**src/rtl/spi_frame_master_pkg.sv**
```systemverilog
// spi_pkg: shared types and constants for the six-byte SPI frame link.
//   spi_state_t   - master FSM state encoding (IDLE, LOW, HIGH, TAIL, DONE)
//   SPI_FRAME_BITS - default frame width (six bytes)
//   SDn_LSB        - bit position of byte lane sd0..sd5 inside a frame
//                    (byte 0 occupies the top bits and is sent first)
//   frame_byte()   - extracts one byte lane from a frame
package spi_pkg;

  typedef enum logic [2:0] {
    IDLE = 3'd0,
    LOW  = 3'd1,
    HIGH = 3'd2,
    TAIL = 3'd3,
    DONE = 3'd4
  } spi_state_t;

  localparam int SPI_FRAME_BITS = 48;

  localparam int SD0_LSB = 40;
  localparam int SD1_LSB = 32;
  localparam int SD2_LSB = 24;
  localparam int SD3_LSB = 16;
  localparam int SD4_LSB = 8;
  localparam int SD5_LSB = 0;

  function automatic logic [7:0] frame_byte(input logic [SPI_FRAME_BITS-1:0] f,
                                            input int lsb);
    return f[lsb +: 8];
  endfunction

endpackage

```
**src/rtl/spi_frame_master_if.sv**
```systemverilog
// spi_frame_master_if: control + serial bundle of the SPI frame master.
//   start  - transfer request            (controller -> master)
//   frame  - parallel frame, MSB first   (controller -> master)
//   sck    - serial clock, idle low      (master -> receiver)
//   sdo    - serial data                 (master -> receiver)
//   load   - framing, high for transfer  (master -> receiver)
//   busy   - master not idle             (master -> controller)
//   done   - one-cycle end-of-transfer   (master -> controller)
// modport master: the serialiser; modport slave: controller/receiver side.
interface spi_frame_master_if #(
  parameter int FRAME_BITS = 48
);
  logic                  start;
  logic [FRAME_BITS-1:0] frame;
  logic                  sck;
  logic                  sdo;
  logic                  load;
  logic                  busy;
  logic                  done;

  modport master (
    input  start, frame,
    output sck, sdo, load, busy, done
  );

  modport slave (
    output start, frame,
    input  sck, sdo, load, busy, done
  );
endinterface

```
**src/rtl/spi_frame_master_tick_gen.sv**
```systemverilog
// spi_tick_gen: SCK_DIV-cycle phase counter for the SPI master.
//   clk   - system clock
//   reset - asynchronous active-high reset
//   clear - hold phase at 0 (used while the master is idle / finishing)
//   tick  - high in the last cycle of each SCK_DIV-cycle phase
module spi_tick_gen #(
  parameter int SCK_DIV = 4
) (
  input  logic clk,
  input  logic reset,
  input  logic clear,
  output logic tick
);
  // One extra bit so SCK_DIV itself is representable for any SCK_DIV >= 1.
  localparam int              PH_W    = $clog2(SCK_DIV) + 1;
  localparam logic [PH_W-1:0] PH_LAST = PH_W'(SCK_DIV - 1);
  localparam logic [PH_W-1:0] PH_ONE  = PH_W'(1);

  logic [PH_W-1:0] phase_r;
  logic            tick_s;

  assign tick_s = (phase_r == PH_LAST);
  assign tick   = tick_s;

  // Phase counter: wraps to 0 at phase end, held at 0 while cleared.
  always_ff @(posedge clk or posedge reset) begin
    if (reset) begin
      phase_r <= '0;
    end else if (clear || tick_s) begin
      phase_r <= '0;
    end else begin
      phase_r <= phase_r + PH_ONE;
    end
  end
endmodule

```
**src/rtl/spi_frame_master.sv**
```systemverilog
// spi_frame_master: SPI mode-0 master that shifts one FRAME_BITS-wide frame
// out MSB first, framed by load, for the six-byte MCU->FPGA link.
//   clk   - system clock, all state changes on the rising edge
//   reset - asynchronous active-high reset, aborts any transfer
//   bus   - spi_frame_master_if.master: start/frame in; sck/sdo/load/busy/done
//           out (all outputs registered)
// Each sck half-period lasts SCK_DIV clk cycles. After the last bit, load is
// held for one extra half-period (TAIL) before done pulses.
module spi_frame_master
  import spi_pkg::*;
#(
  parameter int FRAME_BITS = SPI_FRAME_BITS,
  parameter int SCK_DIV    = 4
) (
  input logic                clk,
  input logic                reset,
  spi_frame_master_if.master bus
);
  localparam int               CNT_W    = $clog2(FRAME_BITS + 1);
  localparam logic [CNT_W-1:0] CNT_ONE  = CNT_W'(1);
  localparam logic [CNT_W-1:0] CNT_LAST = CNT_W'(FRAME_BITS);

  spi_state_t            state_r, state_s;
  logic [FRAME_BITS-1:0] shift_r, shift_s;
  logic [CNT_W-1:0]      bit_cnt_r, bit_cnt_s;
  logic                  sck_r, sck_s;
  logic                  sdo_r, sdo_s;
  logic                  load_r, load_s;
  logic                  busy_r, busy_s;
  logic                  done_r, done_s;
  logic                  tick_s;
  logic                  clear_s;

  spi_tick_gen #(
    .SCK_DIV(SCK_DIV)
  ) u_tick_gen (
    .clk  (clk),
    .reset(reset),
    .clear(clear_s),
    .tick (tick_s)
  );

  assign bus.sck  = sck_r;
  assign bus.sdo  = sdo_r;
  assign bus.load = load_r;
  assign bus.busy = busy_r;
  assign bus.done = done_r;

  // Next-state and next-output decode; outputs are computed here one cycle
  // ahead so that every pin comes straight from a flop.
  always_comb begin
    state_s   = state_r;
    shift_s   = shift_r;
    bit_cnt_s = bit_cnt_r;
    sck_s     = sck_r;
    sdo_s     = sdo_r;
    load_s    = load_r;
    busy_s    = busy_r;
    done_s    = 1'b0;
    clear_s   = 1'b0;

    case (state_r)
      IDLE: begin
        // Keep the phase counter at 0 so LOW gets a full SCK_DIV cycles.
        clear_s = 1'b1;
        if (bus.start) begin
          state_s   = LOW;
          shift_s   = bus.frame;
          bit_cnt_s = '0;
          sck_s     = 1'b0;
          sdo_s     = bus.frame[FRAME_BITS-1];
          load_s    = 1'b1;
          busy_s    = 1'b1;
        end else begin
          state_s = IDLE;
          sck_s   = 1'b0;
          sdo_s   = 1'b0;
          load_s  = 1'b0;
          busy_s  = 1'b0;
        end
      end

      LOW: begin
        if (tick_s) begin
          state_s = HIGH;
          sck_s   = 1'b1;
        end else begin
          state_s = LOW;
        end
      end

      HIGH: begin
        if (tick_s) begin
          // Falling sck edge: the only place sdo advances mid-frame.
          shift_s   = {shift_r[FRAME_BITS-2:0], 1'b0};
          bit_cnt_s = bit_cnt_r + CNT_ONE;
          sck_s     = 1'b0;
          if ((bit_cnt_r + CNT_ONE) == CNT_LAST) begin
            state_s = TAIL;
            sdo_s   = 1'b0;
          end else begin
            state_s = LOW;
            sdo_s   = shift_r[FRAME_BITS-2];
          end
        end else begin
          state_s = HIGH;
        end
      end

      TAIL: begin
        if (tick_s) begin
          state_s = DONE;
          load_s  = 1'b0;
          done_s  = 1'b1;
        end else begin
          state_s = TAIL;
        end
      end

      DONE: begin
        clear_s = 1'b1;
        state_s = IDLE;
        busy_s  = 1'b0;
      end

      default: begin
        clear_s   = 1'b1;
        state_s   = IDLE;
        shift_s   = '0;
        bit_cnt_s = '0;
        sck_s     = 1'b0;
        sdo_s     = 1'b0;
        load_s    = 1'b0;
        busy_s    = 1'b0;
      end
    endcase
  end

  // State, datapath and output registers.
  always_ff @(posedge clk or posedge reset) begin
    if (reset) begin
      state_r   <= IDLE;
      shift_r   <= '0;
      bit_cnt_r <= '0;
      sck_r     <= 1'b0;
      sdo_r     <= 1'b0;
      load_r    <= 1'b0;
      busy_r    <= 1'b0;
      done_r    <= 1'b0;
    end else begin
      state_r   <= state_s;
      shift_r   <= shift_s;
      bit_cnt_r <= bit_cnt_s;
      sck_r     <= sck_s;
      sdo_r     <= sdo_s;
      load_r    <= load_s;
      busy_r    <= busy_s;
      done_r    <= done_s;
    end
  end
endmodule

```
**src/flat_wrapper.sv**
```systemverilog
// flat-port wrapper written by rule: the top's interface ports become plain ports
module spi_frame_master_flat import spi_pkg::*;
#(
  parameter int FRAME_BITS = SPI_FRAME_BITS,
  parameter int SCK_DIV    = 4
)
  (clk, reset, bus_start, bus_frame, bus_sck, bus_sdo, bus_load, bus_busy, bus_done);
  spi_frame_master_if #(.FRAME_BITS(FRAME_BITS)) bus_i ();
  input logic clk;
  input logic reset;
  input wire logic [$bits(bus_i.start)-1:0] bus_start;
  input wire logic [$bits(bus_i.frame)-1:0] bus_frame;
  output wire logic [$bits(bus_i.sck)-1:0] bus_sck;
  output wire logic [$bits(bus_i.sdo)-1:0] bus_sdo;
  output wire logic [$bits(bus_i.load)-1:0] bus_load;
  output wire logic [$bits(bus_i.busy)-1:0] bus_busy;
  output wire logic [$bits(bus_i.done)-1:0] bus_done;
  assign bus_i.start = bus_start;
  assign bus_i.frame = bus_frame;
  assign bus_sck = bus_i.sck;
  assign bus_sdo = bus_i.sdo;
  assign bus_load = bus_i.load;
  assign bus_busy = bus_i.busy;
  assign bus_done = bus_i.done;
  spi_frame_master #(.FRAME_BITS(FRAME_BITS), .SCK_DIV(SCK_DIV)) u_core (.clk(clk), .reset(reset), .bus(bus_i));
endmodule
```
**config.mk**
```make
export PLATFORM = sky130hd
export DESIGN_NAME = spi_frame_master_flat
export DESIGN_NICKNAME = d
export VERILOG_FILES = /design/src/rtl/spi_frame_master_pkg.sv /design/src/rtl/spi_frame_master_if.sv /design/src/rtl/spi_frame_master_tick_gen.sv /design/src/rtl/spi_frame_master.sv /design/src/flat_wrapper.sv
export SDC_FILE = /design/constraint.sdc
export NUM_CORES = 1
export LEC_CHECK = 0
export BUFFER_PORTS_ARGS = -buffer_cell sky130_fd_sc_hd__buf_2
export CAP_MARGIN = 20
export CORE_MARGIN = 3
export CORE_UTILIZATION = 45
export CTS_CLUSTER_DIAMETER = 30
export DETAILED_ROUTE_END_ITERATION = 7
export PLACE_DENSITY = 0.67
export SLEW_MARGIN = 40
export SYNTH_ARGS = -nofsm -noshare
export SYNTH_HDL_FRONTEND = slang
export SYNTH_SLANG_ARGS = --single-unit
```
**constraint.sdc**
```tcl
create_clock -name clk -period 3.5 [get_ports clk]
set_input_delay 0.7 -clock clk [delete_from_list [all_inputs] [get_ports clk]]
set_output_delay 0.7 -clock clk [all_outputs]
set_load 0.02 [all_outputs]
```
; ---- Word level (Yosys, flattened, before mapping)
; Cells that the tools add are included.
[word_totals]
reg_bits = 64
in_bits = 51
out_inout_bits = 5
wordCells = 60
[op_classes]
addsub = 2
eq_ne = 10
muxes = 26
n_bitwise = 3
n_reduce_logical = 10
[op_table]
columns = op, n
row1 = $pmux 47 s3, 1
row2 = $mux 47, 2
row3 = $pmux 6 s3, 1
row4 = $mux 6, 2
row5 = $pmux 3 s4, 1
row6 = $mux 1, 10
row7 = $eq 3x2->1 const B, 3
row8 = $pmux 1 s3, 3
row9 = $reduce_or 3->1, 3
row10 = $ne 2x2->1 const B, 4
row11 = $add 6x1->6 const B, 1
row12 = $eq 6x6->1 const B, 1
row13 = $mux 2, 3
row14 = $mux 3, 2
row15 = $reduce_and 3->1, 2
row16 = $reduce_and 2->1, 2
row17 = $add 3x1->3 const B, 1
row18 = $eq 3x1->1 const B, 1
row19 = $eq 3x3->1 const B, 1
row20 = $logic_not 3->1, 1
row21 = $not 1->1, 3
row22 = $pmux 1 s2, 1
row23 = $reduce_or 2->1, 1
row24 = $logic_or 1x1->1, 1

; ---- Logic depth before layout (Yosys ltp)
; Gate-level depths: netlist (run 1).
[logic_depth]
word_depth = 5
mapped_depth = 8
ltp_nobuf = 6

; ---- By module
; A second synthesis (run 1) with hierarchy kept.
[hier_totals]
cells_unflattened = 245
area_unflattened_um2 = 2782.7
[modules_own_cells]
columns = module, instances, cells_each, area_each_um2, seq_area_each_um2
row1 = spi_frame_master, 1, 235, 2652.5, 1526.5
row2 = spi_tick_gen, 1, 10, 130.1, 75.1

; ---- Worst setup path after synthesis (run 1)
; No wires, ideal clock.
[synth_timing]
path_kind = register to register
from = reg u_core.u_tick_gen.phase_r[0]
to = reg u_core.shift_r[27]
setup_ns = 0.127
arrival_ns = 1.646
t_required_ns = 3.373
slack_ns = 1.727
stages_incl_launch_ff = 9
n_path_buf = 3
synth_period_minus_slack_ns = 1.773
path_cell_list = dfrtp_1 -> ha_1 -> ha_1 -> clkbuf_1 -> nor4bb_1 -> buf_2 -> buf_2 -> a222oi_1 -> inv_1
[synth_between]
elab_chain_cells = 3
[synth_lines]
columns = element, line_no
row1 = "start, declared", spi_frame_master_tick_gen.sv:19  ; logic [PH_W-1:0] phase_r;
row2 = "start signal, assigned", spi_frame_master_tick_gen.sv:32  ; phase_r <= phase_r + PH_ONE;
row3 = $eq 3x2->1, spi_frame_master_tick_gen.sv:22  ; assign tick_s = (phase_r == PH_LAST);
row4 = $ne 2x2->1 (no source line), -
row5 = $reduce_and 3->1 (no source line), -
row6 = "end signal, assigned", spi_frame_master.sv:152  ; shift_r <= shift_s;
row7 = "end, declared", spi_frame_master.sv:24  ; logic [FRAME_BITS-1:0] shift_r, shift_s;
; No other way between the ends.
; A chain may end at the register's enable or synchronous reset.

; ---- Worst setup path in the final report (run 1)
[layout_timing]
from = reg u_core.state_r[2]
to = reg u_core.shift_r[26]
[layout_between]
elab_chain_cells = 4
elab_cells_between_ends = 11
classes_between = eq/ne: 6 / mux: 1 / bitwise: 1 / reduce/logical: 3
[layout_lines]
columns = element, line_no
row1 = "start, declared", spi_frame_master.sv:23  ; spi_state_t state_r, state_s;
row2 = "start signal, assigned", spi_frame_master.sv:151  ; state_r <= state_s;
row3 = $eq 3x3->1 (tied with other cells), spi_frame_master.sv:62  ; case (state_r)
row4 = $reduce_or 3->1 (no source line), -
row5 = $not 1->1 (no source line), -
row6 = $reduce_and 3->1 (no source line), -
; Parallel ways exist; a longest one is shown, timed or not.

==> summary.txt, run 1 <==
STA
  • Slew at the pin closest to its max-slew limit: ~540 ps
  • Final Slew Violations: 0
  • Final worst-path setup slack: approximately 1200 ps
  • Crit path time final: between 2000 and 2500 ps
  • Clock tree skew after final layout: 9.452 ps
  • Final worst path period share: between 60% and 70%
  • Endpoints failing hold: 0
  • Total of endpoints with negative setup slack in the final report: 0
  • Summed negative setup slack over all endpoints: 0 ps
  • Setup repair after global routing missed its margin: false
  • Normalized max-slew margin: ~64%
  • Max Clk Rate: roughly 0.43 GHz

Pwr
  • Total power draw: 1.704 mW
  • Leakage power figure: between 1.5 and 2 nW
  • Power density over the cells: roughly 470 nW/um^2
  • Largest vdd supply drop: between 200 and 300 uV

Final layout
  • Final core occ: about 56%
  • Final Net Count: between 300 and 400
  • Share of final-layout standard cells stronger than drive strength 1: 25.83%
  • Most common library cell in the layout ignoring fill and taps: dfrtp_1
  • Area of all placed cells without fillers: approximately 3600 sq um
  • Number of antenna repair diodes: 0
  • Relative area change from synthesis to final layout: 20.76%
  • Commonest cells after routing, fill and taps aside: dfrtp_1 (64), buf_2 (55), nand2_1 (36)

GRT
  • Tot GR Track Use: between 10% and 20%
  • Largest net degree at the start of global routing: 42
  • Via count of the first global-routing pass: about 2200
  • Wire length of the first global-routing pass: 10720 um
  • Initial antenna violation count: 0
  • GRT overflow: 0

Synthesis
  • Post-synthesis share of cell area spent on full adders, half adders and majority gates: 1.261%
  • Share of the yosys chip area belonging to registers: a little over half
  • Dominant combinational cell family by area after synthesis: compound AO/OA/AOI/OAI gates
  • Proportion of register bits with asynchronous set or reset after synthesis: 100.0%
  • Cell area after synthesis: roughly 3000 sq um
  • Ys Warns: 0
  • Leading register cell type out of synthesis: dfrtp_1
  • Post-synthesis sequential element count: 64
  • EDFF count, synth: 0
  • Mux cell area share after synthesis: a little under a tenth
  • Number of instances in the synthesized netlist: roughly 280
  • Post-synthesis share of cell area spent on and, or, nand and nor gates: under 10%
  • Post-Syn Nets: roughly 330
  • Mean area per synthesized cell: around 11 sq um
  • Number of distinct library cell variants in the gate-level netlist after synthesis: 36
  • Complex-gate fraction of the synthesized area: about a fifth
  • Post-Synth XOR/XNOR Area: less than 1%

Place
  • Dpl ws: between 1000 and 1500 ps
  • Dpl hpwl: 4314 um
  • Port buffer count: 55
  • Placer's final routability congestion estimate: approximately 0.8
  • Placed cell area: approximately 3300 sq um

Clock network
  • Resized cells post-CTS: 0
  • Clock latency on the worst-skew pair: 340 ps
  • H-tree Lvls: 3
  • Hold-fix buffers, CTS: 0
  • Clock buffer count from CTS: 9
  • Setup Buffers After CTS: 0
  • Maximum clock insertion buffer count: 2
  • Clk root buf: clkbuf_8
  • CTS tree: done
  • Sinks on the clock net: 64
  • Clock transition at the registers of the reported paths: 70 ps

Worst hold path
  • Hold WC Path Type: input pin to asynchronous set/reset pin

Drt
  • Number of violations reported at the end of detailed-routing iteration 0: between 200 and 250
  • WL per Instance: roughly 15 um
  • Drc violations: 0
  • Via-to-Cell Ratio: about 5.6
  • Remaining number of nets flagged by the antenna check after routing: 0
  • Pre-antenna DRT Iters: 7
  • Total vias in the final route: roughly 2300
  • Routed wire length: around 6300 um

Run status
  • Status: complete, no violations

Worst setup path
  • Required time of the critical path: 3720 ps
  • Critical-path maximum fanout: 30
  • Flop-to-flop setup slack: roughly 1200 ps
  • CP arrival: between 2000 and 3000 ps
  • Startpoint kind of the worst setup timing path: register
  • Capturing element type of the critical path: register
  • Critical path start-end classification: register to register

Floorplan
  • Die width: slightly below 90 um
  • Core region area: around 6400 sq um
  • Vert. Die Dim: just under 90 um
  • Initial core utilization: 46.63%
  • Core Rows: 29
  • Number of top-level pins: 56
  • Area of the die: between 7000 and 8000 sq um

Run
  • Maximum capacitance violations: 0
[kinds of logic (layout without fill, tap and decap cells)]
kind of cell	count (synthesis)	count (layout)
compound gates	73	73
flops	64	64
simple gates	62	62
buf+inv	47	103
mux	27	27
fa+ha+maj	3	3
xor+xnor	1	1
[critical path, stage by stage (launching register included)]
cell	delay, ps
dfrtp_1	550
or2_1	280
buf_4	230
o221a_2	480
buf_4	250
a222oi_1	330
inv_1	70
[synthesized netlist by cell type, drive strengths merged (2+ instances only)]
cell | number | share of area [%]
buf | 13 | 2.3
nor2b | 6 | 1.3
mux2i | 26 | 8.7
o31ai | 26 | 6.6
inv | 22 | 2.8
a21oi | 4 | 0.67
nor3b | 2 | 0.50
nor2 | 4 | 0.50
clkbuf | 12 | 1.5
o211ai | 2 | 0.50
ha | 3 | 1.3
a22o | 2 | 0.59
nand3 | 5 | 0.84
o21ai | 12 | 2.0
nor4 | 2 | 0.42
a222oi | 20 | 6.7
nand2 | 36 | 4.5
dfrtp | 64 | 54
[cell type report]
type | count | area [sq um]
Clock buffer | 9 | 123.9
Timing Repair Buffer | 65 | 350.3
Multi-Input combinational cell | 166 | 1195
Fill cell | 550 | 2790
Tap cell | 77 | 96.34
Clock inverter | 7 | 143.9
Sequential cell | 64 | 1602
Inverter | 22 | 85.08
[power by group]
group	switching (mW)	internal (mW)	leakage, nW
clock network	0.295	0.546	0.126
logic	0.0420	0.0431	0.744
registers	0.0142	0.764	0.777
total	0.351	1.35	1.65
[worst paths after layout]
kind | start | end | depth (start not counted)
worst max-delay path | u_core.state_r[2]$_DFF_PP0_ | u_core.shift_r[26]$_DFFE_PP0P_ | 6
worst min-delay path | reset | u_core.shift_r[31]$_DFFE_PP0P_ | 2
worst max register to register | u_core.state_r[2]$_DFF_PP0_ | u_core.shift_r[26]$_DFFE_PP0P_ | 6
worst min register to register | u_core.u_tick_gen.phase_r[0]$_DFF_PP0_ | u_core.u_tick_gen.phase_r[0]$_DFF_PP0_ | 1
max in group asynchronous | reset | u_core.bit_cnt_r[4]$_DFFE_PP0P_ | 3
min in group clk | u_core.u_tick_gen.phase_r[0]$_DFF_PP0_ | u_core.u_tick_gen.phase_r[0]$_DFF_PP0_ | 1
[metal layers]
| layer | vias to the layer above | wire [um] | global-route usage (%) | part of all wire (%) |
|---|---|---|---|---|
| li1 | 1119 | - | - | - |
| met1 | 1124 | 2915 | 26.25 | 46 |
| met2 | 56 | 3011 | 26.37 | 48 |
| met3 | 10 | 263 | 3.311 | 4.2 |
| met4 | 0 | 121 | 8.368 | 1.9 |
| met5 | - | 0 | 0 | 0 |
[flip-flops by register name (all words and copies together) (netlist names)]
name                       flops
u_core.bit_cnt_r               6
u_core.u_tick_gen.phase_r      3
u_core.bus.sdo                 1
u_core.state_r                 3
u_core.bus.load                1
u_core.bus.busy                1
u_core.bus.sck                 1
u_core.shift_r                47
u_core.bus.done                1
[per-stage QoR]
stage / instances / hold WS (ps)
6_report: 410 / 393.2
5_1_grt: 410 / 432.9
4_1_cts: 410 / 402.9
3_5_place_dp: 394 / 454.7
3_3_place_gp: 394 / 427.8
2_1_floorplan: 277 / 416.0
No activity file was read; power rests on OpenSTA's default activity.
==> run 2, diff against run 1 <==
ABC_AREA = 1   (was not set)
clock period = 2.4 ns   (was 3.5 ns; I/O delays follow)
==> run 2 against run 1 <==
Sequential power up 39%. Clock-buffer cell count grew 3. Highest routed layer unchanged. Hold slack worse by 210 ps. Flip-flop and latch count did not move. Final area up 2.8%. Worst setup slack worse by 700 ps. Clock power is 3.0% higher. Core utilization about the same. Largest power group is now sequential cells. Non-clock buffer count is 2 lower. Die area up 5.2%.
==> summary.txt, run 2 <==
Place
  • Dpl hpwl: between 4000 and 5000 um
  • Dpl ws: 495.0 ps
  • Port buffer count: 55
  • Placer's final routability congestion estimate: between 0.8 and 0.9

Final layout
  • Largest registers in the final layout: u_core.shift_r x47, u_core.bit_cnt_r x6
  • Register area: between 1500 and 2000 sq um
  • Share of final-layout standard cells stronger than drive strength 1: about 17%
  • Number of antenna repair diodes: 0
  • Final Net Count: slightly above 500
  • Relative area change from synthesis to final layout: 17.55%
  • Multi-input gate area in the final layout: between 1000 and 1500 sq um
  • Commonest cells after routing, fill and taps aside: nand2_1 (129), dfrtp_1 (64), inv_1 (63)
  • Layout fillers: about 650
  • Biggest register: u_core.shift_r
  • Most common library cell in the layout ignoring fill and taps: nand2_1
  • Largest register FFs: 47

STA
  • Setup repair after global routing missed its margin: false
  • Crit path time final: roughly 2000 ps
  • Normalized max-slew margin: between 60% and 70%
  • Clock tree skew after final layout: about 10 ps
  • Final worst-path setup slack: between 400 and 500 ps
  • Summed negative setup slack over all endpoints: 0 ps
  • Total of endpoints with negative setup slack in the final report: 0
  • Max Clk Rate: roughly 0.51 GHz
  • Final Slew Violations: 0
  • Endpoints failing hold: 0
  • Final worst path period share: between 80% and 90%
  • Slew at the pin closest to its max-slew limit: around 540 ps

Synthesis
  • Leading cell types by count after synthesis: nand2_1 (129), dfrtp_1 (64), inv_1 (64)
  • Mean area per synthesized cell: ~7.7 sq um
  • Top cell type's share of synthesized area: 50.94%
  • Proportion of register bits with asynchronous set or reset after synthesis: 100.0%
  • Cell area after synthesis: about 3100 sq um
  • Ys Warns: 0
  • EDFF count, synth: 0
  • Most frequently used cell type in the post-synthesis netlist: nand2_1
  • Share of the yosys chip area belonging to registers: 50.94%
  • Post-synthesis sequential element count: between 60 and 70
  • Cells taking the most area after synthesis: dfrtp_1 (51%), nand2_1 (15%), o21ai_0 (9.7%)
  • Post-Syn Nets: around 470
  • Post-synth top area cell: dfrtp_1
  • Leading register cell type out of synthesis: dfrtp_1
  • Number of instances in the synthesized netlist: a little over 400
  • Number of distinct library cell variants in the gate-level netlist after synthesis: 17

Worst setup path
  • Launching point of the worst reg2reg path: u_core.u_tick_gen.phase_r[0]$_DFF_PP0_
  • CP arrival: 2190 ps
  • Critical-path maximum fanout: 55
  • Required time of the critical path: ~2600 ps
  • Flop-to-flop setup slack: about 460 ps
  • R2r worst-path depth: 9
  • Critical path start-end classification: register to register
  • Startpoint kind of the worst setup timing path: register
  • Capturing element type of the critical path: register
  • FF-to-FF End: u_core.shift_r[20]$_DFFE_PP0P_

Clock network
  • Sinks on the clock net: 64
  • Resized cells post-CTS: 0
  • Clock latency on the worst-skew pair: roughly 340 ps
  • Clock buffer count from CTS: 9
  • Hold-fix buffers, CTS: 0
  • Clk root buf: clkbuf_8
  • Maximum clock insertion buffer count: 2
  • Clock transition at the registers of the reported paths: ~70 ps
  • H-tree Lvls: 3
  • CTS tree: done
  • Setup Buffers After CTS: 0

Drt
  • Met3 layer wire length in the routed design: about 320 um
  • Routed wire length: 6650 um
  • Pre-antenna DRT Iters: 5
  • Number of violations reported at the end of detailed-routing iteration 0: 144
  • Top metal layer carrying routed signals: met4
  • WL met1: 3129 um
  • Drc violations: 0
  • WL per Instance: approximately 12 um
  • Met2 wire length: a little over 3000 um
  • Remaining number of nets flagged by the antenna check after routing: 0
  • Total vias in the final route: about 2700
  • Via-to-Cell Ratio: between 4 and 5

Pwr
  • Leakage power figure: about 1.9 nW
  • Largest vdd supply drop: 258.3 uV
  • Power density over the cells: approximately 540 nW/um^2
  • Total power draw: 2.014 mW

Worst hold path
  • Hold WC Path Type: input pin to asynchronous set/reset pin

Floorplan
  • Number of top-level pins: 56
  • Vert. Die Dim: between 80 and 90 um
  • Area of the die: 8026 sq um
  • Initial core utilization: between 40% and 50%
  • Die width: 89.59 um
  • Core Rows: 29
  • Core region area: ~6600 sq um

GRT
  • Initial antenna violation count: 0
  • GRT overflow: 0
  • Tot GR Track Use: 18.19%
  • Largest net degree at the start of global routing: 56
  • Via count of the first global-routing pass: about 2600
  • Wire length of the first global-routing pass: 11200 um

Run status
  • Status: complete, no violations

Run
  • Maximum capacitance violations: 0
run 2: power by group:
| part | internal [mW] | switching (mW) | total [mW] | leakage, nW |
|---|---|---|---|---|
| Combinational | 0.0320 | 0.0354 | 0.0674 | 1.13 |
| Clock | 0.476 | 0.391 | 0.866 | 0.0941 |
| Sequential | 1.08 | 0.000277 | 1.08 | 0.633 |
| Total | 1.59 | 0.427 | 2.01 | 1.86 |
run 2: final cells by class:
cell class | count | area share [%]
tap | 93 | 3.148
clock inverter | 4 | 1.219
timing repair buffer | 63 | 10.09
sequential | 64 | 43.33
multi-input combinational | 263 | 32.06
clock buffer | 12 | 3.656
inverter | 64 | 6.500
run 2: critical path: stages, from the launching register on:
cell and delay [ps]:
dfrtp_1 350, ha_1 150, ha_1 150, inv_1 110, nand2_1 120, nand2_1 130
a21oi_4 380, buf_12 280, nand2_1 70, o21ai_0 90
run 2: how the worst max path moves through the flow:
| stage | from | end | slack [ps] | cells past startpoint |
|---|---|---|---|---|
| 2_1_floorplan | reset | u_core.bit_cnt_r[0]$_DFFE_PP0P_ | 320 | 1 |
| 3_3_place_gp | u_core.u_tick_gen.phase_r[0]$_DFF_PP0_ | u_core.shift_r[15]$_DFFE_PP0P_ | 560 | 9 |
| 3_5_place_dp | u_core.u_tick_gen.phase_r[0]$_DFF_PP0_ | u_core.shift_r[20]$_DFFE_PP0P_ | 490 | 8 |
| 4_1_cts | u_core.u_tick_gen.phase_r[0]$_DFF_PP0_ | u_core.shift_r[20]$_DFFE_PP0P_ | 470 | 9 |
| 5_1_grt | u_core.u_tick_gen.phase_r[0]$_DFF_PP0_ | u_core.shift_r[2]$_DFFE_PP0P_ | 270 | 9 |
| 6_report | u_core.u_tick_gen.phase_r[0]$_DFF_PP0_ | u_core.shift_r[20]$_DFFE_PP0P_ | 460 | 9 |
run 2: per-layer routing:
metal / up-vias / GRT usage [%]
met5: - / 0
met4: 0 / 9.202
met3: 13 / 3.741
met2: 60 / 28.86
met1: 1200 / 23.64
li1: 1392 / -
run 2: through the flow:
| step | utilization [%] | hold slack [ps] | instances | area (sq um) |
|---|---|---|---|---|
| 5_1_grt | 56.28 | 226.7 | 563 | 3696 |
| 4_1_cts | 56.28 | 197.9 | 563 | 3696 |
| 3_3_place_gp | 53.53 | 418.6 | 547 | 3516 |
| 6_report | 56.28 | 186.6 | 563 | 3696 |
| 3_5_place_dp | 53.53 | 428.5 | 547 | 3516 |
| 2_1_floorplan | - | 409.6 | 411 | 3144 |
run 2: kinds of logic after synthesis:
kind of cell    after synthesis  synth area share, %
simple gates                156                19.26
buf+inv                      84                11.62
compound gates              103                16.71
fa+ha+maj                     3                1.194
flops                        64                50.94
xor+xnor                      1               0.2786
==> run 3, diff against run 2 <==
ABC_AREA = 0   (was 1)
clock period = 1.9 ns   (was 2.4 ns; I/O delays follow)
==> run 3 against run 2 <==
Sequential power up 32%. Highest routed layer unchanged. Wire length down 3.4%. Core utilization up 0.25 points. Cell count down 27%. Critical path type unchanged. Non-clock buffer count up 5. Combinational power up 140%. Total power up 38%. Clock power up 37%. Via count down 12%.
==> summary.txt, run 3 (synthesized netlist as in run 1, its figures left out) <==
GRT
  • Wire length of the first global-routing pass: about 11000 um
  • Largest net degree at the start of global routing: 47
  • Initial antenna violation count: 0
  • GRT overflow: 0
  • Tot GR Track Use: 18.60%
  • Via count of the first global-routing pass: approximately 2200

Run status
  • Status: complete, no violations

Clock network
  • Clock buffer count from CTS: 9
  • CTS tree: done
  • Clk root buf: clkbuf_8
  • Maximum clock insertion buffer count: 2
  • Resized cells post-CTS: 0
  • Clock latency on the worst-skew pair: ~340 ps
  • Setup Buffers After CTS: 0
  • Clock transition at the registers of the reported paths: roughly 70 ps
  • H-tree Lvls: 3
  • Hold-fix buffers, CTS: 0
  • Sinks on the clock net: 64

Final layout
  • Register area: 1603 sq um
  • Multi-input gate area in the final layout: between 1000 and 1500 sq um
  • Commonest cells after routing, fill and taps aside: dfrtp_1 (63), buf_2 (55), nand2_1 (36)
  • Most common library cell in the layout ignoring fill and taps: dfrtp_1
  • Final Net Count: just under 400
  • Number of antenna repair diodes: 0
  • Relative area change from synthesis to final layout: 21.22%
  • Layout fillers: 566
  • Final non-filler cell total: around 410
  • Largest register FFs: 47
  • Biggest register: u_core.shift_r
  • Largest registers in the final layout: u_core.shift_r x47, u_core.bit_cnt_r x6
  • Share of final-layout standard cells stronger than drive strength 1: 26.79%

STA
  • Normalized max-slew margin: a little under two thirds
  • Slew at the pin closest to its max-slew limit: around 550 ps
  • Final Slew Violations: 0
  • Final worst path period share: 91.95%
  • Crit path time final: approximately 1700 ps
  • Setup repair after global routing missed its margin: false
  • Summed negative setup slack over all endpoints: 0 ps
  • Clock tree skew after final layout: 6.077 ps
  • Max Clk Rate: 0.5724 GHz
  • Endpoints failing hold: 0
  • Total of endpoints with negative setup slack in the final report: 0

Worst setup path
  • Launching point of the worst reg2reg path: u_core.u_tick_gen.phase_r[0]$_DFF_PP0_
  • CP arrival: slightly below 2000 ps
  • Startpoint kind of the worst setup timing path: register
  • Dominant cell type by count on the critical path: ha_1
  • Critical-path maximum fanout: 34
  • Cell Chain, Critical Path: ha_1 > ha_1 > nand2_1 > o221a_2 > buf_12 > a222oi_1 > inv_1
  • Worst setup path startpoint: u_core.u_tick_gen.phase_r[0]$_DFF_PP0_
  • Critical path start-end classification: register to register
  • Cell with the largest stage delay on the worst path: dfrtp_1
  • Capturing element type of the critical path: register
  • Required time of the critical path: around 2100 ps
  • Delay of the slowest critical-path stage: between 300 and 400 ps

Floorplan
  • Number of top-level pins: 56
  • Vert. Die Dim: between 80 and 90 um
  • Die width: just under 90 um
  • Initial core utilization: between 40% and 50%
  • Core Rows: 29
  • Area of the die: between 7000 and 8000 sq um
  • Core region area: approximately 6400 sq um

Pwr
  • Leakage power figure: approximately 1.7 nW
  • Power density over the cells: 771.8 nW/um^2
  • Largest vdd supply drop: 418.8 uV

Drt
  • Routed wire length: between 6000 and 7000 um
  • Total vias in the final route: roughly 2300
  • WL per Instance: between 15 and 20 um
  • Pre-antenna DRT Iters: 8
  • Via-to-Cell Ratio: between 5 and 6
  • Remaining number of nets flagged by the antenna check after routing: 0
  • Number of violations reported at the end of detailed-routing iteration 0: a little over 200
  • Drc violations: 0

Place
  • Placer's final routability congestion estimate: 0.8018
  • Placed Cells: between 300 and 400
  • Port buffer count: 55
  • Dpl hpwl: roughly 4400 um

Worst hold path
  • Hold WC Path Type: input pin to asynchronous set/reset pin

Run
  • Maximum capacitance violations: 0
## run 3: final cells by class
class                   instances  share of cell area [%]
inverters                      22                   2.392
clock inverters                 6                   1.906
multi-input cells             166                   33.10
repair buffers                 68                   11.72
flip-flops and latches         64                   44.40
clock buffers                  10                   3.813
well taps                      77                   2.669
## run 3: worst paths after layout
path / to / slack, ps / cells after the start
worst max register to register: u_core.shift_r[26]$_DFFE_PP0P_ / 150 / 7
min in group clk: u_core.shift_r[26]$_DFFE_PP0P_ / 250 / 3
worst min-delay path: u_core.shift_r[0]$_DFFE_PP0P_ / 80 / 2
worst max-delay path: u_core.shift_r[26]$_DFFE_PP0P_ / 150 / 7
worst min register to register: u_core.u_tick_gen.phase_r[0]$_DFF_PP0_ / 450 / 1
max in group asynchronous: u_core.shift_r[30]$_DFFE_PP0P_ / 1300 / 3
## run 3: report_power, final
group / total, mW / leakage, nW / switching [mW] / internal [mW]
Combinational: 0.160 / 0.775 / 0.0773 / 0.0822
Clock: 1.19 / 0.102 / 0.547 / 0.645
Sequential: 1.43 / 0.776 / 0.0269 / 1.41
## run 3: layer usage
metal / share of wire, % / routed length, um / global-route usage, %
met4: 2.5 / 158 / 10.04
met5: 0 / 0 / 0
met3: 5.4 / 344 / 3.122
met2: 44 / 2797 / 25.96
met1: 49 / 3127 / 27.39
## run 3: metrics by stage
step	cell area (sq um)	util (%)	total power, mW	hold WS (ps)	setup WS [ps]
floorplan	2982	-	1.535	416.0	126.9
detailed placement	3403	53.29	1.623	439.5	157.5
global placement	3403	53.29	1.618	425.2	216.3
CTS	3610	56.52	2.816	89.15	140.0
global route	3610	56.52	2.908	121.4	18.24
finish	3610	56.52	2.786	78.82	153.0
## run 3: critical path: cells and delay by family, from the launching register on
kind	cells	cell delay [ps]
buffers and inverters	2	250
AO/OA/AOI/OAI	2	640
flip-flops	1	350
adder cells (fa/ha/maj)	2	300
AND/OR/NAND/NOR	1	80
